### src/rtl/internal_ram_arbiter.sv
// Shares one single-port 2048x64 on-chip RAM between a critical-word-first
// instruction-fetch burst port (A) and a single-beat masked read/write data port (B).
module internal_ram_arbiter #(
    parameter int LINE_WORDS = 4
) (
    input  logic        clk,
    input  logic        reset,
    input  logic        a_cmd_valid,
    output logic        a_cmd_ready,
    input  logic [10:0] a_cmd_addr,
    output logic        a_rsp_valid,
    output logic [63:0] a_rsp_data,
    output logic        a_rsp_last,
    input  logic        b_cmd_valid,
    output logic        b_cmd_ready,
    input  logic        b_cmd_write,
    input  logic [10:0] b_cmd_addr,
    input  logic [7:0]  b_cmd_mask,
    input  logic [63:0] b_cmd_data,
    output logic        b_rsp_valid,
    output logic [63:0] b_rsp_data,
    output logic        b_rsp_error,
    output logic        ram_en,
    output logic        ram_wr,
    output logic [10:0] ram_addr,
    output logic [7:0]  ram_mask,
    output logic [63:0] ram_wrData,
    input  logic [63:0] ram_rdData
);

    localparam int K = $clog2(LINE_WORDS);
    localparam logic [K-1:0] BEAT_ONE  = K'(1);
    localparam logic [K-1:0] BEAT_LAST = K'(LINE_WORDS - 1);

    typedef enum logic {
        ST_IDLE  = 1'b0,
        ST_BURST = 1'b1
    } state_t;

    state_t      state_q;
    logic [K-1:0] beat_q;
    logic [10:0] burst_base_q;
    logic        last_grant_q;   // 1'b1 = B was granted most recently
    logic        a_rsp_valid_q;
    logic        a_rsp_last_q;
    logic        b_rsp_valid_q;
    logic        b_rsp_error_q;

    logic        idle_s;
    logic        burst_s;
    logic        grant_a_s;
    logic        grant_b_s;
    logic        rom_write_s;
    logic [K-1:0] burst_off_s;
    logic [10:0] burst_addr_s;

    // Round-robin grant decision; nothing is granted while reset is held.
    always_comb begin
        idle_s       = (state_q == ST_IDLE) && !reset;
        burst_s      = (state_q == ST_BURST) && !reset;
        grant_a_s    = idle_s && a_cmd_valid && (!b_cmd_valid || last_grant_q);
        grant_b_s    = idle_s && b_cmd_valid && (!a_cmd_valid || !last_grant_q);
        rom_write_s  = b_cmd_write && !b_cmd_addr[10];
        burst_off_s  = burst_base_q[K-1:0] + beat_q;
        burst_addr_s = {burst_base_q[10:K], burst_off_s};
        a_cmd_ready  = grant_a_s;
        b_cmd_ready  = grant_b_s;
    end

    // RAM command mux: burst beats, then A acceptance, then B read / legal write.
    always_comb begin
        ram_en     = 1'b0;
        ram_wr     = 1'b0;
        ram_addr   = 11'h000;
        ram_mask   = 8'h00;
        ram_wrData = 64'h0;
        if (burst_s) begin
            ram_en   = 1'b1;
            ram_addr = burst_addr_s;
        end else if (grant_a_s) begin
            ram_en   = 1'b1;
            ram_addr = a_cmd_addr;
        end else if (grant_b_s && !b_cmd_write) begin
            ram_en   = 1'b1;
            ram_addr = b_cmd_addr;
        end else if (grant_b_s && !rom_write_s) begin
            ram_en     = 1'b1;
            ram_wr     = 1'b1;
            ram_addr   = b_cmd_addr;
            ram_mask   = b_cmd_mask;
            ram_wrData = b_cmd_data;
        end else begin
            ram_en = 1'b0;
        end
    end

    // Sequencer state and registered response flags.
    always_ff @(posedge clk or posedge reset) begin
        if (reset) begin
            state_q       <= ST_IDLE;
            beat_q        <= '0;
            burst_base_q  <= 11'h000;
            last_grant_q  <= 1'b1;
            a_rsp_valid_q <= 1'b0;
            a_rsp_last_q  <= 1'b0;
            b_rsp_valid_q <= 1'b0;
            b_rsp_error_q <= 1'b0;
        end else begin
            a_rsp_valid_q <= grant_a_s || burst_s;
            a_rsp_last_q  <= burst_s && (beat_q == BEAT_LAST);
            b_rsp_valid_q <= grant_b_s;
            b_rsp_error_q <= grant_b_s && rom_write_s;
            case (state_q)
                ST_IDLE: begin
                    if (grant_a_s) begin
                        state_q      <= ST_BURST;
                        beat_q       <= BEAT_ONE;
                        burst_base_q <= a_cmd_addr;
                        last_grant_q <= 1'b0;
                    end else if (grant_b_s) begin
                        last_grant_q <= 1'b1;
                    end else begin
                        last_grant_q <= last_grant_q;
                    end
                end
                ST_BURST: begin
                    if (beat_q == BEAT_LAST) begin
                        state_q <= ST_IDLE;
                        beat_q  <= '0;
                    end else begin
                        beat_q <= beat_q + BEAT_ONE;
                    end
                end
                default: begin
                    state_q <= ST_IDLE;
                    beat_q  <= '0;
                end
            endcase
        end
    end

    assign a_rsp_valid = a_rsp_valid_q;
    assign a_rsp_last  = a_rsp_last_q;
    assign b_rsp_valid = b_rsp_valid_q;
    assign b_rsp_error = b_rsp_error_q;
    assign a_rsp_data  = ram_rdData;
    assign b_rsp_data  = ram_rdData;

endmodule

### config.mk
export PLATFORM = sky130hd
export DESIGN_NAME = internal_ram_arbiter
export DESIGN_NICKNAME = d
export VERILOG_FILES = /design/src/rtl/internal_ram_arbiter.sv
export SDC_FILE = /design/constraint.sdc
export NUM_CORES = 1
export LEC_CHECK = 0
export CAP_MARGIN = 20
export CORE_AREA = 2 2 149 151
export CTS_CLUSTER_SIZE = 30
export DETAILED_ROUTE_END_ITERATION = 12
export DIE_AREA = 0 0 151 153
export GPL_TIMING_DRIVEN = 0
export PLACE_DENSITY = 0.44
export SLEW_MARGIN = 30
export SYNTH_ARGS = -nofsm -noshare
export SYNTH_HDL_FRONTEND = slang
export SYNTH_SLANG_ARGS = --single-unit
### constraint.sdc
create_clock -name clk -period 2.2 [get_ports clk]
set_clock_uncertainty 0.1 [all_clocks]
set_input_delay 0.44 -clock clk [delete_from_list [all_inputs] [get_ports clk]]
set_output_delay 0.44 -clock clk [all_outputs]
set_load 0.02 [all_outputs]
Word level (Yosys, flattened, before mapping) --
Cells that the tools add are included.
Word-level totals: memories kept 0, latch bits 0, ROM bits 0, input port bits 163, bits in writable memories 0, register bits after elaboration 19
Cells by class: eq/ne operators 2, magnitude comparators 0, add/subtract/negate cells 2, bitwise gates (word level) 1, shift-type cells 0, multipliers 0, divide/modulo/power cells 0, multiplexer cells 27, reduce and logical (&&, ||, !) cells 24
Operators with widths (count):
- $mux W64 | 4
- $mux W11 | 4
- $mux W8 | 4
- $logic_and A1 B1 Y1 | 11
- $mux W1 | 11
- $logic_not A1 Y1 | 7
- $mux W2 | 2
- $pmux W2 S2 | 1
- $reduce_and A2 Y1 | 2
- $logic_or A1 B1 Y1 | 3
- $add A2 B1 Y2 const B | 1
- $add A2 B2 Y2 | 1
- $eq A2 B2 Y1 const B | 1
- $ne A2 B2 Y1 const B | 1
- $pmux W1 S2 | 1
- $reduce_bool A2 Y1 | 1
- $not A1 Y1 | 1

Longest topological paths before layout --
Gate-level depths: netlist of run 1.
depth in word-level cells 9, gate-level depth with buffers 6, mapped depth without buffers 4

Worst setup path after synthesis of run 1 --
OpenSTA, ideal clock, no wires.
path type input -> output, from in reset, to out ram_addr[0], path buffers 1, setup slack -0.162 ns, stages 4, data arrival time 1.822 ns, required time 1.660 ns, cell sequence inv_1 clkbuf_1 o21ai_0 o22ai_1
Between the ends: word-level cells in the longest chain between the ends 9, elaborated cells on any way between the ends 13, classes of those cells mux (4); reduce/logical (9)
RTL lines:
- start, declared | line 7 | input logic reset,
- $logic_not A1 Y1 (no source line) (*)
- $logic_and A1 B1 Y1 | line 59 | idle_s = (state_q == ST_IDLE) && !reset;
- $logic_and A1 B1 Y1 (2 in series) | line 62 | grant_b_s = idle_s && b_cmd_valid && (!a_cmd_valid || !last_grant_q);
- $logic_and A1 B1 Y1 | line 86 | end else if (grant_b_s && !rom_write_s) begin
- $mux W11 | line 86
- $mux W11 | line 83 | end else if (grant_b_s && !b_cmd_write) begin
- $mux W11 | line 80 | end else if (grant_a_s) begin
- $mux W11 (*) | line 77 | if (burst_s) begin
- end, declared | line 25 | output logic [10:0] ram_addr,
Every way passes the cells marked *; elsewhere a longest branch is shown, timed or not.

Worst setup path after layout of run 1 --
from reg last_grant_q, to out ram_wrData[44]
Between the ends: word-level cells in the longest chain between the ends 8, elaborated cells on any way between the ends 11, classes of those cells mux (4); reduce/logical (7)
RTL lines:
- start, declared | line 43 | logic last_grant_q;
- start signal, assigned | line 123 | last_grant_q <= last_grant_q;
- $logic_not A1 Y1 | line 62
- $logic_or A1 B1 Y1 | line 62
- $logic_and A1 B1 Y1 | line 62
- $logic_and A1 B1 Y1 | line 86
- $mux W64 | line 86
- $mux W64 | line 83
- $mux W64 (*) | line 80
- $mux W64 (*) | line 77
- end, declared | line 27 | output logic [63:0] ram_wrData,
Marked as above.

==> results of run 1 <==
[path summary, 6_finish.rpt]
path,startpoint,end,slack [ps],cells after the start
setup / recovery,last_grant_q,ram_wrData[44],-110,7
hold / removal,reset,burst_base_q[10],360,3
setup reg to reg,last_grant_q,burst_base_q[6],630,4
hold reg to reg,burst_base_q[7],burst_base_q[7],400,1
max in group asynchronous,reset,last_grant_q,1420,3
min in group clk,burst_base_q[7],burst_base_q[7],400,1
[final cells by class]
type	count	area, sq um
Tap cell	280	350
Fill cell	2226	14700
Clock buffer	4	78.8
Timing Repair Buffer	333	3380
Buffer	150	1180
Multi-Input combinational cell	139	1280
Sequential cell	19	477
Inverter	14	55.1
[flip-flops by register name, indices dropped and copies added (netlist names)]
signal,flops
state_q,1
beat_q,2
last_grant_q,1
a_rsp_valid,1
b_rsp_error,1
burst_base_q,11
a_rsp_last,1
b_rsp_valid,1
[layout by cell type (no fill, tap or decap), types with 8 or more instances in the layout]
cell	netlist	routed
a31oi_1	9	9
and3_1	74	14
and3_4	1	61
buf_2	0	19
buf_4	129	143
buf_6	1	61
clkbuf_2	1	8
clkdlybuf4s50_1	0	225
dfrtp_1	18	18
inv_1	13	13
o21ai_0	13	13
o22ai_1	9	9
[metrics by stage]
| step | utilization, % | std cells |
|---|---|---|
| floorplan | - | 324 |
| global placement | 28.7 | 921 |
| detailed placement | 28.7 | 921 |
| CTS | 31.4 | 939 |
| global route | 31.7 | 939 |
| finish | 31.7 | 939 |
[worst max-delay path, stage by stage (launching register included)]
cell and delay, ps:
dfstp_2 560, a21boi_4 60, and3_4 190, buf_12 150, buf_4 130, buf_8 120, and3_4 170, buf_6 130
[logic make-up after synthesis]
family	share of synthesized area, %
flip-flops	18.0
multiplexers	5.12
AND/OR/NAND/NOR	21.5
buffers and inverters	45.4
adder cells (fa/ha/maj)	0.947
XOR/XNOR	0.663
AO/OA/AOI/OAI	8.34
[power by group]
group	total [mW]	switching [mW]	internal (mW)
logic	2.11	0.949	1.16
registers	0.598	0.0876	0.511
clock network	0.379	0.133	0.247
total	3.09	1.17	1.92
[metal layers]
layer  share of wire, %  wire (um)  global-route usage, %
met1                 36       5170                   12.5
met2                 53       7770                   22.1
met3                9.8       1430                   2.87
met4                1.2        170                   1.65
met5              0.089         13                      0
[what timing repair did]
action / CTS / global route
endpoints found under the hold margin: 0 / 0
pin swaps: 23 / 13
buffers inserted: 10 / 4
gates resized for setup: 538 / 42
endpoints found under the setup margin: 87 / 77
gates cloned: 5 / 1
==> flow_summary.json, run 1 <==
{
  "drtAntennaViolNets": 0,
  "cts_root_buffer": "clkbuf_16",
  "rsz0062_at_grt": "true",
  "insertion_delay_ps": 250,
  "grt_max_degree": 29,
  "initial_core_util_pct": 12.3,
  "crit_arrival_ps": 1770,
  "synth_area_per_cell_sq_um": 8.15,
  "maxSlewHeadroom_pct": 72.8,
  "setup_ws_ps": -106,
  "cts_tree": "done",
  "core_sq_um": 21500,
  "viasPerCell": 3.65,
  "grt_first_pass_wirelength_mm": 20.4,
  "fin_nets": 825,
  "clock_sinks": 19,
  "dr_total_vias": 3428,
  "synth-seq-area-share_pct": 18.0,
  "port_buffers": 317,
  "synth-edff-count": 0,
  "violations": "setup timing",
  "yosysWarnings": 0,
  "antenna_found_initial": 1,
  "path_clk_slew_ps": 60,
  "p_leak_nw": 3.14,
  "cts_hold_buf": 0,
  "numCtsBuffers": 3,
  "dpl_cell_area_sq_um": 6170,
  "endpoint_kind": "output pin",
  "fin_crit_ps": 2310,
  "avgRoutedWirePerCell_um": 15.5,
  "status": "complete, but fails checks",
  "yosys.cell_count.top_type": "buf_4",
  "yosys.area.top_type": "buf_4",
  "yosys.area.top_type_share_pct": 36.7,
  "yosys-top-cells-area": "buf_4, and3_1, dfrtp_1",
  "netlist_instances": 324,
  "drv_cap": 0,
  "fp-row-count": 54,
  "synth_nets": 489,
  "hold_viol": 0,
  "fmax_mhz": 434,
  "synth_seq_cells": 19,
  "power.total_mw": 3.09,
  "synthToLayoutAreaGrowth_pct": 157,
  "setup_viol": 40,
  "gp_congestion": 0.767,
  "n_antenna_cell": 0,
  "power_density_nw_per_um2": 454,
  "worstSetupPathType": "register to output pin",
  "path_max_fanout": 8,
  "drt_iter0_markers": 164,
  "clockBufferDepth": 2,
  "ir_drop_mv": 0.273,
  "overflow": 0,
  "io-pin-count": 382,
  "fp.dieW_um": 151,
  "finalWirelength_mm": 14.6,
  "grtUsageTotal_pct": 11.4,
  "crit_path_start_kind": "register",
  "hold_class": "primary input to async pin",
  "finalInstanceArea_sq_um": 6800,
  "worst_pin_slew_ps": 408,
  "whs_ps": 357,
  "ys_types": 32,
  "ys_async_sr_fraction_pct": 100,
  "maxSlewViolCount": 0,
  "first_global_vias": 3517,
  "drtPass1Iterations": 4,
  "die_h_um": 153,
  "layout-drive-gt1-share_pct": 50.5,
  "detailedPlace.worstSlack_ps": -1200,
  "netlist_area_sq_um": 2640,
  "drc_errors": 0,
  "htree_levels": 1,
  "crit_required_ps": 1660,
  "dp_hpwl_mm": 12.0,
  "ys_top_cells_by_count": "buf_4, and3_1, dfrtp_1, clkbuf_1",
  "die-area_sq_um": 23100,
  "period_share_pct": 105,
  "yosys_most_used_dff": "dfrtp_1",
  "setup_tns_ps": -3130
}
(Power assumes the default switching activity.)
==> run 2: changes to the inputs <==
--- a/config.mk
+++ b/config.mk
@@ -10,9 +10,9 @@
 export CTS_CLUSTER_SIZE = 30
 export DETAILED_ROUTE_END_ITERATION = 12
 export DIE_AREA = 0 0 151 153
-export GPL_TIMING_DRIVEN = 0
 export PLACE_DENSITY = 0.44
 export SLEW_MARGIN = 30
 export SYNTH_ARGS = -nofsm -noshare
 export SYNTH_HDL_FRONTEND = slang
 export SYNTH_SLANG_ARGS = --single-unit
+export TNS_END_PERCENT = 50
==> flow_summary.json, run 2 (synthesis gave the netlist of run 1 again) <==
{
  "n_antenna_cell": 0,
  "die-area_sq_um": 23100,
  "place_inst": 670,
  "cp_num_buf_inv": 3,
  "core_sq_um": 21500,
  "clock_sinks": 19,
  "p_clk_share_pct": 15.1,
  "largest_reg_flops": 11,
  "r2r-start": "last_grant_q",
  "initial_core_util_pct": 12.3,
  "seq_area_sq_um": 478,
  "fin_nets": 571,
  "r2r_slack_ps": 520,
  "drv_cap": 0,
  "avgRoutedWirePerCell_um": 16.6,
  "layout_commonest_cell": "clkdlybuf4s50_1",
  "instances_no_fill": 685,
  "p_leak_nw": 2.03,
  "cts_root_buffer": "clkbuf_16",
  "drt_iter0_markers": 109,
  "fill_cells": 2373,
  "worstSetupPathType": "register to output pin",
  "viasPerCell": 3.56,
  "setup_tns_ps": 0,
  "endpoint_kind": "output pin",
  "power.switching_uw": 929,
  "fp.dieW_um": 151,
  "drc_errors": 0,
  "rr_endpoint": "burst_base_q[8]",
  "power.internal_mw": 1.53,
  "gp_congestion": 0.754,
  "synthToLayoutAreaGrowth_pct": 61.4,
  "fin_crit_ps": 2200,
  "fp-row-count": 54,
  "path_max_fanout": 6,
  "maxSlewHeadroom_pct": 64.1,
  "clockBufferDepth": 2,
  "htree_levels": 1,
  "port_buffers": 189,
  "power_density_nw_per_um2": 578,
  "grt_use_met1_pct": 10.2,
  "grt_util_met3_pct": 3.79,
  "numCtsBuffers": 3,
  "worst_pin_slew_ps": 539,
  "antenna_found_initial": 2,
  "first_global_vias": 2640,
  "period_share_pct": 99.8,
  "cts_hold_buf": 0,
  "top_register": "burst_base_q",
  "rr_worst_depth": 6,
  "crit_arrival_ps": 1660,
  "finalWirelength_mm": 11.4,
  "cpMaxStageDelayCell": "dfstp_2",
  "hold_viol": 0,
  "crit_required_ps": 1660,
  "crit_path_start_kind": "register",
  "setup_viol": 0,
  "layout-drive-gt1-share_pct": 46.9,
  "grtUsageTotal_pct": 9.21,
  "path_clk_slew_ps": 50,
  "maxSlewViolCount": 0,
  "cp_cell_sequence": "a21boi_2, and3_4, buf_12, buf_16, and3_1, buf_2",
  "layout_common_cells": "clkdlybuf4s50_1, buf_6, and3_4, buf_2, and3_1",
  "hold_class": "primary input to async pin",
  "rsz0062_at_grt": "true",
  "status": "finished, final reports clean",
  "grt.met2_usage_pct": 14.6,
  "dp_hpwl_mm": 8.55,
  "drtPass1Iterations": 4,
  "grt_most_used_layer": "met2",
  "cpLargestDelayFamily": "flip-flops",
  "multi_input_area_sq_um": 1160,
  "cts_tree": "done",
  "fmax_mhz": 456,
  "pwr-share-seq_pct": 24.6,
  "ir_drop_mv": 0.300,
  "switching_share_pct": 37.7,
  "slowest_delay_ps": 540,
  "drtAntennaViolNets": 0,
  "combPwrFrac_pct": 60.2,
  "grt_max_degree": 62,
  "io-pin-count": 382,
  "die_h_um": 153,
  "top_regs": "burst_base_q: 11 flops, beat_q: 2 flops",
  "overflow": 0,
  "grt_first_pass_wirelength_mm": 16.2,
  "insertion_delay_ps": 250,
  "dr_total_vias": 2441
}
run 2: changes by cell type in the layout (fill, tap and decap cells not counted), moves of 3 or more:
cell,previous run,this run
clkbuf_4,3,0
and3_4,61,39
buf_6,61,40
buf_8,5,0
and3_1,14,36
clkdlybuf4s50_1,225,97
buf_2,19,39
buf_4,143,30
run 2: power by group through the flow:
stage / Clock (mW) / Combinational, mW / Sequential [mW]
2_1_floorplan: 0 / 1.13 / 0.590
3_3_place_gp: 0 / 1.42 / 0.605
6_report: 0.373 / 1.48 / 0.607
5_1_grt: 0.407 / 1.61 / 0.628
3_5_place_dp: 0 / 1.44 / 0.606
4_1_cts: 0.385 / 1.52 / 0.608
run 2: worst max-delay path by stage:
stage                             from        endpoint  cells after the start
after global routing      last_grant_q   ram_wrData[5]                      6
after global placement     b_cmd_valid  ram_wrData[39]                      6
after floorplan                  reset     ram_addr[0]                      4
after CTS                 last_grant_q  ram_wrData[32]                      7
after detailed placement   b_cmd_valid  ram_wrData[39]                      6
final                     last_grant_q     ram_mask[2]                      6
run 2: area by class of cell:
class	count	share of cell area, %
clock buffer	3	1.76
tap	280	8.22
multi-input combinational	139	27.2
timing repair inverter	1	0.176
inverter	14	1.32
timing repair buffer	228	50.0
sequential	19	11.2
clock inverter	1	0.117
run 2: layer usage:
layer  share of wire [%]  up-vias
met5                   0        -
met4                 6.2        0
met3                  12       70
met2                  45      142
met1                  37     1101
li1                    -     1128
run 2: what timing repair did:
item | 4_1_cts | 5_1_grt
pin swaps | 28 | 6
resized for setup | 449 | 29
setup buffers | 7 | 1
hold endpoints to repair | 0 | 0
endpoints found under the setup margin | 87 | 59
gates cloned | 6 | 1
run 2: metrics by stage:
step           hold WS, ps  setup WS, ps  util (%)  cell area (sq um)  power, mW
5_1_grt                313         -62.0      19.8               4260       2.65
6_report               286          4.81      19.8               4260       2.46
3_5_place_dp           394          -867      18.5               3970       2.04
3_3_place_gp           390          -836      18.5               3970       2.03
4_1_cts                294          -116      20.5               4400       2.52
2_1_floorplan          374           237         -               2640       1.72
run 2: worst reg2reg max path, delay by kind of cell, from the launching register on:
family	cells	cell delay (ps)
buffers and inverters	3	320
and+or+nand+nor	2	260
muxes	1	340
DFF	1	540
